File: config.mk
export PLATFORM = sky130hd
export DESIGN_NAME = vc_arbitro_dest
export DESIGN_NICKNAME = d
export VERILOG_FILES = /design/src/rtl/vc_arbitro_dest.sv
export SDC_FILE = /design/constraint.sdc
export NUM_CORES = 1
export LEC_CHECK = 0
export ABC_AREA = 1
export BUFFER_PORTS_ARGS = -buffer_cell sky130_fd_sc_hd__buf_2
export CAP_MARGIN = 20
export CELL_PAD_IN_SITES_DETAIL_PLACEMENT = 1
export CELL_PAD_IN_SITES_GLOBAL_PLACEMENT = 1
export CORE_MARGIN = 2
export CORE_UTILIZATION = 33
export CTS_CLUSTER_SIZE = 8
export DETAILED_ROUTE_END_ITERATION = 10
export GPL_TIMING_DRIVEN = 0
export HOLD_SLACK_MARGIN = 0.05
export PLACE_DENSITY = 0.77
export SYNTH_ARGS = -nofsm -noshare
export SYNTH_HDL_FRONTEND = slang
export SYNTH_SLANG_ARGS = --single-unit
File: constraint.sdc
create_clock -name clk -period 4.65 [get_ports clk]
set_clock_uncertainty 0.2 [all_clocks]
set_input_delay 1.1625 -clock clk [delete_from_list [all_inputs] [get_ports clk]]
set_output_delay 1.1625 -clock clk [all_outputs]
set_load 0.01 [all_outputs]
File: src/rtl/vc_arbitro_dest.sv
// vc_arbitro_dest: strict-priority VC0/VC1 pop arbiter steering words to D0/D1
// with pause back-pressure and per-destination forwarded-word counters.
module vc_arbitro_dest #(
  parameter int DATA_SIZE = 10,
  parameter int DEST_BIT  = 8,
  parameter int CNT_SIZE  = 8
) (
  input  logic                 clk,
  input  logic                 reset_L,
  input  logic [DATA_SIZE-1:0] vc0_data,
  input  logic                 vc0_empty,
  input  logic [DATA_SIZE-1:0] vc1_data,
  input  logic                 vc1_empty,
  input  logic                 d0_pause,
  input  logic                 d1_pause,
  output logic                 pop_vc0,
  output logic                 pop_vc1,
  output logic [DATA_SIZE-1:0] data_out,
  output logic                 push_d0,
  output logic                 push_d1,
  output logic [CNT_SIZE-1:0]  cnt_d0,
  output logic [CNT_SIZE-1:0]  cnt_d1,
  output logic [1:0]           state,
  output logic                 idle
);
  typedef enum logic [1:0] {RESET = 2'b00, INIT = 2'b01, IDLE = 2'b10, ACTIVE = 2'b11} state_t;
  state_t st, nxt;
  logic dst0, dst1, ok0, ok1, pop_any, dst_sel;
  logic [DATA_SIZE-1:0] word;
  assign state = st;
  always_comb begin
    dst0    = vc0_data[DEST_BIT];
    dst1    = vc1_data[DEST_BIT];
    ok0     = !vc0_empty && !(dst0 ? d1_pause : d0_pause);
    ok1     = !vc1_empty && !(dst1 ? d1_pause : d0_pause);
    pop_vc0 = st == ACTIVE && ok0;
    pop_vc1 = st == ACTIVE && ok1 && !ok0;
    pop_any = pop_vc0 || pop_vc1;
    word    = pop_vc0 ? vc0_data : vc1_data;
    dst_sel = pop_vc0 ? dst0 : dst1;
    // IDLE/ACTIVE both reduce to "any VC has data"
    nxt     = st == RESET ? INIT : st == INIT ? IDLE : (vc0_empty && vc1_empty) ? IDLE : ACTIVE;
  end
  always_ff @(posedge clk or negedge reset_L) begin
    if (!reset_L) begin
      st       <= RESET;
      idle     <= 1'b0;
      data_out <= '0;
      push_d0  <= 1'b0;
      push_d1  <= 1'b0;
      cnt_d0   <= '0;
      cnt_d1   <= '0;
    end else begin
      st      <= nxt;
      idle    <= nxt == IDLE;
      push_d0 <= pop_any && !dst_sel;
      push_d1 <= pop_any && dst_sel;
      cnt_d0  <= cnt_d0 + CNT_SIZE'(pop_any && !dst_sel);
      cnt_d1  <= cnt_d1 + CNT_SIZE'(pop_any && dst_sel);
      if (pop_any) data_out <= word;
    end
  end
endmodule
==> results.txt, run 1 <==
----------------------------------------------------
[Outcome]
  Run status ... finished clean

[Layout]
  Final non-filler cell total ... 255
  Nets@finish ... 234
  Fill cells ... 501
  Synth-to-layout area growth ... 31.4%
  ANT cells ... 0
  Sequential cell area ... 776 um2
  Fraction of final layout cells sized beyond drive strength 1 ... 0.366
  Total area of multi-input combinational cells ... 526 um2
  Final Instance Area ... 1820 um2

[Logic synthesis]
  Synth async-reset ratio ... 1.00
  Most frequent cell after synthesis ... nand3_1
  Sequential cell area fraction in the yosys report ... 0.562
  Summed instance area of the synthesized netlist ... 1380 um2
  Count of cell types in the netlist ... 21
  Combinational family with the most area after synthesis ... simple AND/OR/NAND/NOR gates
  Share of the synthesized area in the top cell type ... 0.562
  Post-synthesis instance total ... 139
  Most used flip-flop cell after synthesis ... dfrtp_1
  Register bit total from synthesis ... 31
  Post-synthesis average cell area ... 9.94 um2
  Share of cell area taken by muxes after synthesis ... 0
  Dominant cells by area after synthesis ... dfrtp_1, nand3_1, nand2_1
  Share of synthesized cell area in and, or, nand and nor gates ... 0.255
  Synthesized-area fraction occupied by xor and xnor cells ... 0.0761
  Number of synthesized flops with an enable pin ... 0
  Adder-cell share of the synthesized area ... 0.0362
  Area fraction in compound gates after synthesis ... 0.0136
  Yosys top cell by area ... dfrtp_1
  Count of warnings emitted by yosys ... 0
  Cell types with the highest counts after synthesis ... nand3_1, dfrtp_1, nand2_1
  Synthesized netlist net count ... 169

[Critical path]
  Kind of launch point of the worst setup path ... input pin
  Crit end category ... output pin
  Critical path class ... input pin to output pin
  Beginning of the worst register-to-register path ... state[1]
  Critical Path RT ... 3290 ps
  Worst Reg-to-Reg Cells ... 12
  FF-to-FF End ... cnt_d0[6]
  CP Max Fanout ... 10
  Crit path launch ... d0_pause
  Setup crit end ... pop_vc0
  WP data arrival ... 2010 ps
  Reg-to-reg setup timing slack ... 2530 ps

[Clock network]
  Clock tree from TritonCTS ... yes
  # hold bufs at CTS ... 0
  Resized Gates After CTS ... 0
  Sink Count ... 31
  CTS buffer count ... 5
  Clock latency at the later pin of the worst-skew pair ... 270 ps
  Clock slew at the register clock pins of the worst setup and hold paths ... 60 ps
  Postcts setup bufs ... 0
  CTS root buffer ... clkbuf_8
  Maximum clock insertion buffer count ... 2
  Number of H-tree levels ... 2

[Detailed routing]
  Via count ... 1,176
  Drt initial violations ... 28
  Drt wl/cell ... 12.3 um
  Vias per Instance ... 4.61
  Remaining design rule violation count ... 0
  Antenna-violating nets left ... 0
  Wirelength, routed ... 3130 um
  Number of detailed-route iterations in the first pass ... 2

[Power and ir drop]
  IR drop worst, VDD ... 146 uV
  Power density normalized to cell area ... 452 nW/um2
  Share of power burned in registers ... 0.484
  Leakage ... 0.995 nW
  Logic gate share of total power ... 0.276
  Power share of the clock group ... 0.240
  Net Sw Frac ... 0.333
  Design internal power ... 547 uW
  Total net switching power ... 273 uW

[STA]
  Number of endpoints failing setup at the final stage ... 0
  Worst Max-Slew Pin Slew ... 686 ps
  Post-route minimum period ... 3370 ps
  Final cycle utilization of the critical path ... 0.725
  Maximum clock rate ... 297 MHz
  Final TNS setup ... 0 ps
  Slew Limit Headroom ... 0.542
  Slew Limit Fails ... 0
  Unrepaired setup endpoints after global routing ... no
  Hold Violations, Final ... 0

[Placed design]
  Cell count after placement ... 247
  Detailed Place HPWL ... 2420 um
  Cell area reported after detailed placement ... 1730 um2
  PortBufs ... 58
  Final weighted congestion of routability-driven global placement ... 0.713

[Hold path]
  Min-delay worst type ... register to register

[Global routing]
  Global-route total usage across every layer ... 0.153
  Maximum number of pins on one net before global-route repair ... 32
  Wire length of the first global-routing pass ... 5320 um
  Vias in the first global route ... 1,210
  Total gr overflow ... 0
  Antenna violations before repair ... 0

[Floorplanning]
  Number of top-level pins ... 59
  Initial Utilization ... 0.343
  Core Area ... 4030 um2
  Chip width ... 68.7 um
  Std cell rows ... 23
  Total Die Area ... 4720 um2
  Y dimension of the die ... 68.7 um

[Run]
  MaxCap Viol Count ... 0

----------------------------------------------------
==> sequential cells by signal (all words and copies together) (netlist names) <==
signal    count
push_d1       1
state         2
data_out     10
push_d0       1
cnt_d1        8
idle          1
cnt_d0        8
==> how the worst min path moves through the flow <==
| stage | startpoint | endpoint | cells past startpoint | slack, ps |
|---|---|---|---|---|
| after floorplan | cnt_d0[7] | cnt_d0[7] | 1 | 310 |
| after global placement | cnt_d0[7] | cnt_d0[7] | 1 | 250 |
| after global routing | cnt_d0[7] | cnt_d0[7] | 1 | 300 |
| after CTS | cnt_d0[7] | cnt_d0[7] | 1 | 270 |
| after detailed placement | cnt_d0[7] | cnt_d0[7] | 1 | 260 |
| final | cnt_d0[7] | cnt_d0[7] | 1 | 270 |
==> power groups by stage <==
| stage | clock [mW] | sequential, mW | combinational (mW) |
|---|---|---|---|
| 6_report | 0.197 | 0.397 | 0.227 |
| 2_1_floorplan | 0 | 0.432 | 0.0851 |
| 3_3_place_gp | 0 | 0.401 | 0.221 |
| 4_1_cts | 0.206 | 0.399 | 0.234 |
| 3_5_place_dp | 0 | 0.403 | 0.233 |
| 5_1_grt | 0.221 | 0.409 | 0.260 |
==> cell families after synthesis <==
kind of cell	Yosys count
buffers and inverters	17
adder cells (fa/ha/maj)	4
AND/OR/NAND/NOR	72
AO/OA/AOI/OAI	3
flip-flops	31
XOR/XNOR	12
==> layout by cell type, fill, tap and decap left out, types with 2 or more instances in the layout <==
| master | netlist | routed |
|---|---|---|
| clkbuf_1 | 0 | 2 |
| buf_6 | 2 | 2 |
| nand3_1 | 35 | 35 |
| nor2_1 | 7 | 7 |
| clkbuf_8 | 0 | 5 |
| nand2_2 | 2 | 2 |
| xor2_1 | 7 | 7 |
| buf_2 | 1 | 59 |
| inv_1 | 12 | 12 |
| ha_1 | 4 | 4 |
| nand3_2 | 2 | 2 |
| nand2_1 | 22 | 22 |
| xnor2_1 | 5 | 5 |
| dfrtp_1 | 31 | 31 |
==> per-stage QoR <==
stage	power [mW]	worst slack (ps)	utilization	hold WS, ps
floorplan	0.517	1620	-	307
global placement	0.623	1280	0.430	254
detailed placement	0.636	1270	0.430	260
CTS	0.839	1230	0.451	273
global route	0.890	1210	0.451	301
finish	0.820	1280	0.451	269
==> metal layers <==
layer,track usage,vias to the layer above,wire (um)
met4,0.0441,0,12
met2,0.264,43,1580
met3,0.0601,2,250
met5,0,-,0
met1,0.176,550,1290
li1,-,581,-
==> final cells by class <==
cell class,instances,area share
timing repair buffer,58,0.160
sequential,31,0.427
tap,50,0.0345
clock inverter,1,0.00276
multi-input combinational,91,0.289
buffer,3,0.0152
inverter,14,0.0289
clock buffer,7,0.0420
==> critical path: stages <==
cell    delay (ps)
buf_2          120
inv_1           70
nor2_1          70
nor3_4         370
buf_2          210
(Power assumes the default switching activity.)
==> run 2: changes to the inputs <==
- ABC_AREA: 1 -> 0
- PLACE_DENSITY: 0.77 -> 0.75
- clock period: 4.65 -> 3.1 ns (I/O delays scaled with it)
==> run 2 against run 1 <==
Sequential power rose by 45%. Via count rose by 2.0%. Die area fell by 0.61%. Synthesized area fell by 0.63%. Largest cell class unchanged. Largest power group unchanged. Highest routed layer unchanged.
==> results.txt, run 2 <==
----------------------------------------------------
[Detailed routing]
  Vias per Instance ... 5.08 (was 4.61)
  Drt wl/cell ... 15.1 um (was 12.3 um)
  Number of detailed-route iterations in the first pass ... 4 (was 2)
  Drt initial violations ... 24 (was 28)
  Remaining design rule violation count ... 0 (unchanged)
  Wirelength, routed ... 3560 um (was 3130 um)
  Via count ... 1,199 (was 1,176)
  Antenna-violating nets left ... 0 (unchanged)

[Layout]
  Largest Register ... data_out (unchanged)
  Fraction of final layout cells sized beyond drive strength 1 ... 0.387 (was 0.366)
  Nets@finish ... 215 (was 234)
  Max reg flops ... 10 (unchanged)
  Final cell utilization of the core ... 0.456 (was 0.451)
  Leading cell type in the layout, fill and taps excluded ... buf_2 (unchanged)
  ANT cells ... 0 (unchanged)
  Largest registers ranked by flip-flop count ... data_out: 10 flops, cnt_d0: 8 flops, cnt_d1: 8 flops (unchanged)
  Most frequent cells in the layout ... buf_2, dfrtp_1, nand3_1 (was buf_2, nand3_1, dfrtp_1)
  Synth-to-layout area growth ... 33.0% (was 31.4%)

[Placed design]
  Detailed Place HPWL ... 2720 um (was 2420 um)
  PortBufs ... 58 (unchanged)
  Final weighted congestion of routability-driven global placement ... 0.737 (was 0.713)

[Outcome]
  Run status ... finished clean (unchanged)

[Clock network]
  Clock latency at the later pin of the worst-skew pair ... 280 ps (was 270 ps)
  Resized Gates After CTS ... 0 (unchanged)
  CTS buffer count ... 5 (unchanged)
  Clock slew at the register clock pins of the worst setup and hold paths ... 60 ps (about the same)
  Clock tree from TritonCTS ... yes (unchanged)
  CTS root buffer ... clkbuf_8 (unchanged)
  Number of H-tree levels ... 2 (unchanged)
  Postcts setup bufs ... 0 (unchanged)
  Sink Count ... 31 (unchanged)
  Maximum clock insertion buffer count ... 2 (unchanged)
  # hold bufs at CTS ... 0 (unchanged)

[Logic synthesis]
  Most frequent cell after synthesis ... dfrtp_1 (was nand3_1)
  Synthesized netlist net count ... 150 (was 169)
  Yosys top cell by area ... dfrtp_1 (unchanged)
  Post-synthesis average cell area ... 11.4 um2 (was 9.94 um2)
  Share of the synthesized area in the top cell type ... 0.565 (was 0.562)
  Post-synthesis instance total ... 120 (was 139)
  Sequential cell area fraction in the yosys report ... 0.565 (was 0.562)
  Count of cell types in the netlist ... 28 (was 21)
  Count of warnings emitted by yosys ... 0 (unchanged)
  Summed instance area of the synthesized netlist ... 1370 um2 (was 1380 um2)
  Synth async-reset ratio ... 1.00 (unchanged)
  Register bit total from synthesis ... 31 (unchanged)
  Most used flip-flop cell after synthesis ... dfrtp_1 (unchanged)
  Number of synthesized flops with an enable pin ... 0 (unchanged)
  Cell types with the highest counts after synthesis ... dfrtp_1, nand3_1, o21ai_0 (was nand3_1, dfrtp_1, nand2_1)
  Dominant cells by area after synthesis ... dfrtp_1, nand3_1, xnor2_1 (was dfrtp_1, nand3_1, nand2_1)

[Critical path]
  Beginning of the worst register-to-register path ... state[1] (unchanged)
  Kind of launch point of the worst setup path ... input pin (unchanged)
  Worst Reg-to-Reg Cells ... 9 (was 12)
  CP Max Fanout ... 10 (unchanged)
  Critical Path RT ... 2120 ps (was 3290 ps)
  Critical path class ... input pin to output pin (unchanged)
  Reg-to-reg setup timing slack ... 450 ps (was 2530 ps)
  WP data arrival ... 1940 ps (was 2010 ps)
  FF-to-FF End ... cnt_d0[6] (unchanged)
  Slowest Stage Delay on Critical Path ... 400 ps (was 370 ps)
  Cells along the critical path ... buf_2 -> mux2i_1 -> clkbuf_1 -> nand2_1 -> nor2_1 -> buf_2 (was buf_2 -> inv_1 -> nor2_1 -> nor3_4 -> buf_2)
  Crit end category ... output pin (unchanged)
  Cell type with the highest occurrence count on the critical path ... buf_2 (unchanged)
  Cell type of the slowest stage on the worst timing path ... clkbuf_1 (was nor3_4)

[Power and ir drop]
  Power density normalized to cell area ... 663 nW/um2 (was 452 nW/um2)
  Post-layout total power ... 1.21 mW (was 820 uW)
  IR drop worst, VDD ... 194 uV (was 146 uV)
  Leakage ... 0.913 nW (was 0.995 nW)

[STA]
  Final cycle utilization of the critical path ... 0.940
  Number of endpoints failing setup at the final stage ... 0 (unchanged)
  Hold Violations, Final ... 0 (unchanged)
  Slew Limit Headroom ... 0.533 (was 0.542)
  Unrepaired setup endpoints after global routing ... no (unchanged)
  Worst Hold Margin ... 265 ps (was 269 ps)
  Final TNS setup ... 0 ps (unchanged)
  Post-route minimum period ... 2920 ps
  Worst Max-Slew Pin Slew ... 700 ps (was 686 ps)
  Slew Limit Fails ... 0 (unchanged)
  Maximum clock rate ... 343 MHz

[Floorplanning]
  Number of top-level pins ... 59 (unchanged)
  Y dimension of the die ... 68.5 um (was 68.7 um)
  Initial Utilization ... 0.343 (about the same)
  Chip width ... 68.5 um (was 68.7 um)
  Total Die Area ... 4690 um2 (was 4720 um2)
  Core Area ... 4000 um2 (was 4030 um2)
  Std cell rows ... 23 (unchanged)

[Hold path]
  Worst hold path depth ... 1 (unchanged)
  Worst min-delay path startpoint ... cnt_d0[7] (unchanged)
  Hold Path End ... cnt_d0[7] (unchanged)
  Min-delay worst type ... register to register (unchanged)

[Global routing]
  Antenna violations before repair ... 0 (unchanged)
  Wire length of the first global-routing pass ... 5710 um (was 5320 um)
  Vias in the first global route ... 1,242 (was 1,210)
  Maximum number of pins on one net before global-route repair ... 32 (unchanged)
  Total gr overflow ... 0 (unchanged)
  Global-route total usage across every layer ... 0.167 (was 0.153)

[Run]
  MaxCap Viol Count ... 0 (unchanged)

----------------------------------------------------
-- run 2: changes by cell type after synthesis, sizes merged, moves of 7 or more --
cell | before | now
inv | 13 | 3
nand3 | 37 | 14
o21ai | 1 | 10
a31oi | 0 | 9
nor3 | 2 | 9
nand2 | 24 | 3
-- run 2: logic make-up (layout without fill, tap and decap cells) --
kind of cell / count (synthesis) / count (layout) / share of synthesized area
flops: 31 / 31 / 0.565
compound gates: 22 / 22 / 0.0948
xor+xnor: 12 / 12 / 0.0766
fa+ha+maj: 4 / 4 / 0.0365
mux: 4 / 4 / 0.0374
simple gates: 40 / 40 / 0.165
buf+inv: 7 / 73 / 0.0246
-- run 2: where the power goes --
part | internal [mW] | leakage, nW | switching (mW)
clock network | 0.202 | 0.0515 | 0.145
logic | 0.132 | 0.480 | 0.157
registers | 0.495 | 0.381 | 0.0786
total | 0.829 | 0.913 | 0.381
-- run 2: layout make-up --
| type | count | area [um2] |
|---|---|---|
| Tap cell | 50 | 62.6 |
| Timing Repair Buffer | 58 | 290 |
| Inverter | 3 | 11.3 |
| Clock buffer | 8 | 100 |
| Fill cell | 466 | 2170 |
| Sequential cell | 31 | 776 |
| Multi-Input combinational cell | 82 | 563 |
| Buffer | 4 | 22.5 |
-- run 2: worst max path at each step --
stage,cells past startpoint,slack (ps),from,to
6_report,6,180,vc1_data[8],pop_vc1
5_1_grt,10,40,vc1_data[8],cnt_d0[6]
4_1_cts,6,190,vc1_data[8],pop_vc1
3_5_place_dp,10,-110,vc1_data[8],cnt_d0[6]
3_3_place_gp,10,-20,vc1_data[8],cnt_d0[6]
2_1_floorplan,9,250,vc0_data[8],cnt_d1[6]
-- run 2: per-layer routing --
layer	up-vias	GRT usage	routed length [um]
met5	-	0	0
met4	0	0.0600	34
met3	4	0.0503	266
met2	45	0.310	1870
met1	585	0.178	1380
li1	565	-	-
-- run 2: stage by stage --
stage	cell area (um2)	setup WS (ps)	cells
after global routing	1830	42.7	236
after floorplan	1370	250	120
after detailed placement	1730	-108	228
after global placement	1730	-23.5	228
after CTS	1830	187	236
final	1830	185	236
-- run 2: critical path, delay by kind of cell --
kind,cells,cell delay [ps]
buf+inv,3,660
simple gates,2,250
mux,1,250
==> run 3: changes to the inputs <==
- CTS_BUF_LIST: unset -> sky130_fd_sc_hd__clkbuf_8
==> run 3 against run 2 <==
Global-route usage unchanged. Fmax unchanged. Die area unchanged. Final cell count is the same. Register-to-register slack hardly changed. First-iteration DRC count grew 21%. Design area did not move. Wire length is the same. Power fell by 0.25%. Critical path depth unchanged. Largest cell class unchanged.
==> results.txt, run 3 (same netlist as run 2, synthesis figures left out) <==
----------------------------------------------------
[STA]
  Slew Limit Headroom ... 0.533 (about the same)
  Worst Hold Margin ... 265 ps (about the same)
  Unrepaired setup endpoints after global routing ... no (unchanged)
  Post-route minimum period ... 2920 ps (unchanged)
  Hold Violations, Final ... 0 (unchanged)
  Slack of the critical path ... 185 ps (unchanged)
  Number of endpoints failing setup at the final stage ... 0 (unchanged)
  Maximum clock rate ... 343 MHz (unchanged)
  Slew Limit Fails ... 0 (unchanged)
  Final cycle utilization of the critical path ... 0.940 (unchanged)
  Worst Max-Slew Pin Slew ... 700 ps (about the same)

[Clock network]
  # hold bufs at CTS ... 0 (unchanged)
  Clock latency at the later pin of the worst-skew pair ... 280 ps (about the same)
  Resized Gates After CTS ... 0 (unchanged)
  Postcts setup bufs ... 0 (unchanged)
  Maximum clock insertion buffer count ... 2 (unchanged)
  Sink Count ... 31 (unchanged)
  CTS root buffer ... clkbuf_8 (unchanged)
  Clock slew at the register clock pins of the worst setup and hold paths ... 60 ps (about the same)
  Number of H-tree levels ... 2 (unchanged)
  CTS buffer count ... 5 (unchanged)
  Clock tree from TritonCTS ... yes (unchanged)

[Critical path]
  Worst Reg-to-Reg Cells ... 9 (unchanged)
  WP data arrival ... 1940 ps (about the same)
  Critical Path RT ... 2120 ps (about the same)
  CP Max Fanout ... 10 (unchanged)
  Critical path class ... input pin to output pin (unchanged)
  Kind of launch point of the worst setup path ... input pin (unchanged)
  Crit end category ... output pin (unchanged)

[Floorplanning]
  Std cell rows ... 23 (unchanged)
  Y dimension of the die ... 68.5 um (unchanged)
  Chip width ... 68.5 um (unchanged)
  Initial Utilization ... 0.343 (unchanged)
  Number of top-level pins ... 59 (unchanged)
  Core Area ... 4000 um2 (unchanged)
  Total Die Area ... 4690 um2 (unchanged)

[Layout]
  Largest Register ... data_out (unchanged)
  Largest registers ranked by flip-flop count ... data_out: 10 flops, cnt_d0: 8 flops, cnt_d1: 8 flops (unchanged)
  Max reg flops ... 10 (unchanged)
  Fraction of final layout cells sized beyond drive strength 1 ... 0.387 (unchanged)
  Final non-filler cell total ... 236 (unchanged)
  Synth-to-layout area growth ... 33.0% (unchanged)
  Fill cells ... 466 (unchanged)
  Nets@finish ... 215 (unchanged)
  Leading cell type in the layout, fill and taps excluded ... buf_2 (unchanged)
  Most frequent cells in the layout ... buf_2, dfrtp_1, nand3_1 (unchanged)
  Sequential cell area ... 776 um2 (unchanged)
  Final cell utilization of the core ... 0.456 (unchanged)
  Total area of multi-input combinational cells ... 563 um2 (unchanged)
  Final Instance Area ... 1830 um2 (unchanged)
  ANT cells ... 0 (unchanged)

[Detailed routing]
  Antenna-violating nets left ... 0 (unchanged)
  Number of detailed-route iterations in the first pass ... 4 (unchanged)
  Remaining design rule violation count ... 0 (unchanged)
  Vias per Instance ... 5.08 (unchanged)
  Wirelength, routed ... 3560 um (unchanged)
  Via count ... 1,199 (unchanged)
  Drt initial violations ... 29 (was 24)
  Drt wl/cell ... 15.1 um (unchanged)

[Placed design]
  Final weighted congestion of routability-driven global placement ... 0.737 (unchanged)
  Detailed Place HPWL ... 2720 um (unchanged)
  Setup WS pre-CTS ... -108 ps (unchanged)
  Cell count after placement ... 228 (unchanged)
  Cell area reported after detailed placement ... 1730 um2 (unchanged)
  PortBufs ... 58 (unchanged)

[Global routing]
  Global-route total usage across every layer ... 0.167 (unchanged)
  Maximum number of pins on one net before global-route repair ... 32 (unchanged)
  Vias in the first global route ... 1,242 (unchanged)
  Wire length of the first global-routing pass ... 5710 um (unchanged)
  Total gr overflow ... 0 (unchanged)
  Antenna violations before repair ... 0 (unchanged)

[Hold path]
  Min-delay worst type ... register to register (unchanged)
  Worst hold path depth ... 1 (unchanged)

[Power and ir drop]
  Leakage ... 0.917 nW (was 0.913 nW)
  Power density normalized to cell area ... 661 nW/um2 (was 663 nW/um2)
  IR drop worst, VDD ... 194 uV (about the same)

[Outcome]
  Run status ... finished clean (unchanged)

[Run]
  MaxCap Viol Count ... 0 (unchanged)

----------------------------------------------------
-- run 3: cell count changes in the layout (fill, tap and decap cells not counted) --
cell / change
inv_1: +1
clkbuf_1: -1
-- run 3: critical path, cell delays in order --
cell      delay (ps)
buf_2            130
mux2i_1          250
clkbuf_1         400
nand2_1          140
nor2_1           110
buf_2            130
-- run 3: metrics by stage --
step | total power, mW | setup TNS (ps)
finish | 1.21 | 0
global route | 1.29 | 0
CTS | 1.23 | 0
detailed placement | 0.880 | -197
global placement | 0.855 | -23.5
floorplan | 0.714 | 0
-- run 3: path summary, 6_finish.rpt --
kind                                   from        end  slack (ps)
max in group asynchronous           reset_L  cnt_d1[1]        1900
worst max register to register     state[1]  cnt_d0[6]         450
worst min-delay path              cnt_d0[7]  cnt_d0[7]         270
worst min register to register    cnt_d0[7]  cnt_d0[7]         270
worst max-delay path            vc1_data[8]    pop_vc1         180
min in group asynchronous           reset_L  cnt_d1[3]         340
-- run 3: power breakdown --
part	internal, mW	switching (mW)	total [mW]
sequential	0.495	0.0785	0.574
clock	0.199	0.145	0.344
combinational	0.132	0.157	0.289
-- run 3: final cells by class --
| class | count | area share |
|---|---|---|
| Sequential cell | 31 | 0.425 |
| Inverter | 3 | 0.00617 |
| Timing Repair Buffer | 58 | 0.159 |
| Buffer | 4 | 0.0123 |
| Tap cell | 50 | 0.0343 |
| Clock buffer | 7 | 0.0528 |
| Clock inverter | 1 | 0.00206 |
| Multi-Input combinational cell | 82 | 0.308 |
-- run 3: metal layers --
metal  part of all wire  routed length, um  vias to the layer above  GRT usage
met5                  0                  0                        -          0
met2               0.53               1870                       45      0.310
li1                   -                  -                      565          -
met1               0.39               1380                      585      0.178
met3              0.075                266                        4     0.0503
met4             0.0096                 34                        0     0.0600
